$ cat src/rtl/world_mem_arbiter.sv
`default_nettype none
// ============================================================================
//  Module      : world_mem_arbiter
//  Description : Shares the single-port world-cell RAM between the display
//                scan reader (strict priority) and the ant engine. It also
//                sweeps the grid to colour 0 on reset or on a clear request,
//                and paces the engine with one step pulse every STEP_DIV
//                frames.
//  Revision    : 1.0 - initial release
// ============================================================================
module world_mem_arbiter #(
    parameter int ADDR_W   = 12,
    parameter int DATA_W   = 3,
    parameter int STEP_DIV = 1
) (
    input  logic              iclk,
    input  logic              irst,
    input  logic              ivs,
    input  logic              ienable,
    input  logic              iclear,
    input  logic              idisp_req,
    input  logic [ADDR_W-1:0] idisp_addr,
    output logic              odisp_valid,
    output logic [DATA_W-1:0] odisp_data,
    input  logic              iant_req,
    input  logic              iant_we,
    input  logic [ADDR_W-1:0] iant_addr,
    input  logic [DATA_W-1:0] iant_wdata,
    output logic              oant_ack,
    output logic              oant_rvalid,
    output logic [DATA_W-1:0] oant_rdata,
    output logic              ostep,
    output logic              oclear_busy,
    output logic [ADDR_W-1:0] omem_addr,
    output logic              omem_we,
    output logic [DATA_W-1:0] omem_wdata,
    input  logic [DATA_W-1:0] imem_rdata
);

    typedef enum logic [0:0] {
        ST_CLEAR = 1'b0,
        ST_IDLE  = 1'b1
    } state_t;

    // Owner of a RAM slot as it travels down the read-return pipeline.
    localparam logic [1:0] OWN_NONE = 2'd0;
    localparam logic [1:0] OWN_DISP = 2'd1;
    localparam logic [1:0] OWN_ANT  = 2'd2;

    localparam logic [ADDR_W-1:0] ADDR_LAST = '1;

    // STEP_DIV=1 would give a zero-width counter; keep one bit that stays 0.
    localparam int              CNT_W    = (STEP_DIV > 1) ? $clog2(STEP_DIV) : 1;
    localparam logic [CNT_W-1:0] CNT_LAST = CNT_W'(STEP_DIV - 1);

    state_t              state;
    logic [ADDR_W-1:0]   clear_addr;
    logic [1:0]          tag0_owner;
    logic                tag0_zero;
    logic [1:0]          tag1_owner;
    logic                tag1_zero;
    logic                vs_prev;
    logic [CNT_W-1:0]    frame_cnt;

    logic                clear_go;
    logic                ant_go;
    logic                disp_zero;
    logic                vs_rise;

    // Slot decisions for this cycle: clear beats everything, display beats
    // the ant, and a request is never granted while its ack is still showing.
    always_comb begin
        clear_go  = (state == ST_IDLE) && iclear;
        ant_go    = (state == ST_IDLE) && !iclear && !idisp_req && iant_req && !oant_ack;
        disp_zero = (state == ST_CLEAR) || iclear;
        vs_rise   = ivs && !vs_prev;
    end

    // Arbitration state machine driving the registered RAM port.
    always_ff @(posedge iclk) begin
        if (irst) begin
            state       <= ST_CLEAR;
            clear_addr  <= '0;
            omem_addr   <= '0;
            omem_we     <= 1'b0;
            omem_wdata  <= '0;
            oant_ack    <= 1'b0;
            oclear_busy <= 1'b1;
        end else begin
            oant_ack <= 1'b0;
            case (state)
                ST_CLEAR: begin
                    omem_we     <= 1'b1;
                    omem_wdata  <= '0;
                    omem_addr   <= clear_addr;
                    clear_addr  <= clear_addr + 1'b1;
                    oclear_busy <= 1'b1;
                    if (clear_addr == ADDR_LAST) begin
                        state <= ST_IDLE;
                    end
                end
                default: begin
                    omem_we     <= 1'b0;
                    oclear_busy <= 1'b0;
                    if (clear_go) begin
                        state       <= ST_CLEAR;
                        clear_addr  <= '0;
                        oclear_busy <= 1'b1;
                    end else if (idisp_req) begin
                        omem_addr <= idisp_addr;
                    end else if (ant_go) begin
                        omem_addr  <= iant_addr;
                        omem_we    <= iant_we;
                        omem_wdata <= iant_wdata;
                        oant_ack   <= 1'b1;
                    end
                end
            endcase
        end
    end

    // Two-stage owner tag pipeline matching the RAM read latency, then the
    // registered return to whichever requester issued the slot.
    always_ff @(posedge iclk) begin
        if (irst) begin
            tag0_owner  <= OWN_NONE;
            tag0_zero   <= 1'b0;
            tag1_owner  <= OWN_NONE;
            tag1_zero   <= 1'b0;
            odisp_valid <= 1'b0;
            odisp_data  <= '0;
            oant_rvalid <= 1'b0;
            oant_rdata  <= '0;
        end else begin
            if (idisp_req) begin
                tag0_owner <= OWN_DISP;
            end else if (ant_go && !iant_we) begin
                tag0_owner <= OWN_ANT;
            end else begin
                tag0_owner <= OWN_NONE;
            end
            // During a sweep the RAM is not read, so the data must be zeroed.
            tag0_zero  <= idisp_req && disp_zero;
            tag1_owner <= tag0_owner;
            tag1_zero  <= tag0_zero;

            odisp_valid <= (tag1_owner == OWN_DISP);
            oant_rvalid <= (tag1_owner == OWN_ANT);
            if (tag1_owner == OWN_DISP) begin
                odisp_data <= tag1_zero ? '0 : imem_rdata;
            end
            if (tag1_owner == OWN_ANT) begin
                oant_rdata <= imem_rdata;
            end
        end
    end

    // Frame counter producing one step pulse every STEP_DIV vsync rises.
    always_ff @(posedge iclk) begin
        if (irst) begin
            vs_prev   <= 1'b0;
            frame_cnt <= '0;
            ostep     <= 1'b0;
        end else begin
            vs_prev <= ivs;
            ostep   <= 1'b0;
            if (!ienable || (state != ST_IDLE)) begin
                frame_cnt <= '0;
            end else if (vs_rise) begin
                if (frame_cnt == CNT_LAST) begin
                    frame_cnt <= '0;
                    ostep     <= 1'b1;
                end else begin
                    frame_cnt <= frame_cnt + 1'b1;
                end
            end
        end
    end

endmodule
`default_nettype wire

$ cat config.mk
export PLATFORM = sky130hd
export DESIGN_NAME = world_mem_arbiter
export DESIGN_NICKNAME = d
export VERILOG_FILES = /design/src/rtl/world_mem_arbiter.sv
export SDC_FILE = /design/constraint.sdc
export NUM_CORES = 1
export LEC_CHECK = 0
export BUFFER_PORTS_ARGS = -buffer_cell sky130_fd_sc_hd__buf_2
export CORE_MARGIN = 4
export CORE_UTILIZATION = 48
export CTS_BUF_LIST = sky130_fd_sc_hd__clkbuf_2 sky130_fd_sc_hd__clkbuf_4 sky130_fd_sc_hd__clkbuf_8
export CTS_CLUSTER_DIAMETER = 60
export DETAILED_ROUTE_END_ITERATION = 10
export PLACE_DENSITY_LB_ADDON = 0.1
export REMOVE_ABC_BUFFERS = 1
export SLEW_MARGIN = 0
export SYNTH_ARGS = -nofsm -noshare
export SYNTH_HDL_FRONTEND = slang
export SYNTH_SLANG_ARGS = --single-unit
$ cat constraint.sdc
create_clock -name iclk -period 1.3 [get_ports iclk]
set_input_delay 0.13 -clock iclk [delete_from_list [all_inputs] [get_ports iclk]]
set_output_delay 0.13 -clock iclk [all_outputs]
set_load 0.005 [all_outputs]
==> results.tsv <==
metric	value	unit
status	finished, violations left	
violations	negative setup slack	
path_buf_inv	1	
placed_area	0.00261	mm^2
core	0.00414	mm^2
ir_drop	0.692	mV
hpwl	3770	um
cellPowerDensity	1070	mW/mm^2
cts_sinks	47	
yosysSeqAreaShare	44.3	%
worst_clock_skew	3.45	ps
critPathMaxFanout	7	
finalSetupViolCount	1	
rsz0062_at_grt	true	
dr.pass1.iters	4	
start_util	51.2	%
async_flop_share	0	%
layout_worst_path_cycle_share	100	%
power.leakage	1.18	nW
clk-insertion-delay-late	300	ps
htree_levels	2	
final_util	67.5	%
maxSlewViolCount	0	
p_comb_share	8.7	%
synth-main-ff-cell	dfxtp_1	
crit_type	flop to flop	
clk_path_buf_depth	2	
die_area	0.00555	mm^2
synth-edff-count	0	
cts_tree	built	
synth_area	0.00212	mm^2
ys_seq_elements	47	
grt_pass1_vias	1810	
grt.total_usage	19.2	%
fmax	768	MHz
fp.dieH	74.5	um
clkPwrFrac	42.1	%
nets	344	
r2r-start	clear_addr[2]$_SDFFE_PP0P_	
slew-limit-headroom	77.3	%
drt_iter0_markers	104	
p_sw	610	uW
grt_max_degree	17	
holdCritPathClass	primary input to flop	
drive_gt1_share	41.2	%
worst_pin_slew	341	ps
overflow	0	
path_clk_slew	80	ps
syn-mean-instance-area	9.52	um^2
hold_viol	0	
crit_path_end_kind	flop	
gp_congestion	0.801	
wl_per_cell	14.2	um
antenna_cells	0	
num_vias	1947	
cp-start-kind	flop	
cts_root_buffer	clkbuf_8	
grt_pass1_wl	8290	um
required	1490	ps
numCtsBuffers	5	
fp.dieW	74.5	um
yosysWarningCount	0	
syn-instance-count	223	
ant_nets	0	
cp_slowest_cell	dfxtp_1	
crit_chain	buf_4 -> and3_2 -> nand4_1 -> mux2_4	
route.detailed.drc	0	
design_area	0.00280	mm^2
p_total	3.00	mW
postCtsSetupRepairBufs	0	
io_pins	65	
p_seq_share	49.2	%
synth_cell_types	39	
wirelength	5060	um
cp-startpoint	clear_addr[2]$_SDFFE_PP0P_	
hp-start	iant_we	
slowest_delay	380	ps
p_int	2.39	mW
max_cap_violations	0	
p_sw_share	20.3	%
pre_cts_ws	-34.4	ps
hold_slack	14.4	ps
postLayoutSetupSlackWorst	-1.64	ps
r2r_slack	-2	ps
via_per_inst	5.47	
cp_top_family	flip-flops	
syn_to_final_growth	31.8	%
grt_antenna_before_repair	0	
port_buffers	64	
arrival	1490	ps
period_needed	1300	ps
rows	23	
==> cell usage after synthesis (all sizes together), types with 3 or more instances <==
| library cell | count | area, um^2 |
|---|---|---|
| a21oi | 12 | 60.1 |
| a311o | 3 | 30.0 |
| buf | 14 | 82.6 |
| clkbuf | 3 | 12.5 |
| dfxtp | 47 | 941 |
| inv | 16 | 60.1 |
| mux2 | 14 | 158 |
| mux2i | 15 | 150 |
| nand2 | 8 | 30.0 |
| nand2b | 5 | 31.3 |
| nand3 | 7 | 35.0 |
| nand3b | 4 | 30.0 |
| nand4 | 5 | 31.3 |
| nor2 | 14 | 52.6 |
| nor2b | 8 | 50.1 |
| nor3 | 5 | 25.0 |
| nor3b | 4 | 30.0 |
| o21ai | 6 | 30.0 |
| o32ai | 12 | 105 |
==> repair_timing <==
item                                    CTS  global route
endpoints found under the setup margin   15            24
pin swaps                                 1             4
gates resized for setup                   8             7
gates cloned                              0             1
endpoints found under the hold margin     0             0
hold buffers                              0             0
==> logic make-up (layout without fill, tap and decap cells) <==
logic type / after synthesis / count (layout) / share of synthesized area (%)
mux: 29 / 29 / 14.5
flops: 47 / 47 / 44.3
compound gates: 42 / 43 / 14.0
fa+ha+maj: 1 / 1 / 0.590
buf+inv: 33 / 115 / 7.31
simple gates: 71 / 71 / 19.2
==> state kept, by name (all words and copies together), names as in the netlist <==
signal,cells
state,1
tag0_zero,1
clear_addr,12
omem_wdata,3
tag1_zero,1
odisp_valid,1
tag0_owner,2
ostep,1
vs_prev,1
omem_addr,12
odisp_data,3
tag1_owner,2
oant_rdata,3
oant_ack,1
oant_rvalid,1
omem_we,1
oclear_busy,1
==> power by group through the flow <==
stage          Combinational (mW)  Clock (mW)  Sequential, mW
2_1_floorplan              0.0940           0            1.52
3_3_place_gp                0.252           0            1.51
3_5_place_dp                0.256           0            1.51
4_1_cts                     0.259        1.29            1.48
5_1_grt                     0.290        1.36            1.48
6_report                    0.262        1.26            1.48
==> metrics by stage <==
step	TNS [ps]	cells
final	-1.64	356
after global placement	-9.17	347
after floorplan	-9070	206
after CTS	0	355
after global routing	-315	356
after detailed placement	-325	347
==> worst paths after layout <==
path	cells past startpoint	endpoint
min reg2reg	1	tag1_owner[0]$_SDFF_PP0_
max reg2reg	4	clear_addr[10]$_SDFFE_PP0P_
min	2	tag0_owner[1]$_SDFF_PP0_
max	4	clear_addr[10]$_SDFFE_PP0P_
==> worst reg2reg max path, stage by stage, from the launching register on <==
cell	delay [ps]
dfxtp_1	380
buf_4	130
and3_2	240
nand4_1	130
mux2_4	310
==> metal layers <==
| metal | part of all wire (%) | up-vias | wire (um) | track usage [%] |
|---|---|---|---|---|
| met4 | 1.2 | 0 | 61 | 5.53 |
| met5 | 0 | - | 0 | 0 |
| met1 | 48 | 904 | 2440 | 25.9 |
| met2 | 44 | 66 | 2220 | 30.6 |
| met3 | 6.7 | 9 | 338 | 4.73 |
| li1 | - | 968 | - | - |
==> area by class of cell <==
type | instances | area (um^2)
clock inverters | 2 | 60.1
well taps | 50 | 62.6
inverters | 16 | 60.1
fillers | 352 | 1350
multi-input cells | 144 | 1070
clock buffers | 6 | 76.3
flip-flops and latches | 47 | 945
repair buffers | 91 | 523
==> layout by cell type, fill, tap and decap left out, drive strengths merged, types with 6 or more instances in the layout <==
cell	count
a21oi	12
buf	91
clkbuf	6
dfxtp	47
inv	16
mux2	14
mux2i	15
nand2	8
nand3	7
nor2	14
nor2b	8
o21ai	6
o32ai	12
Power figures use the tool's default switching activity.
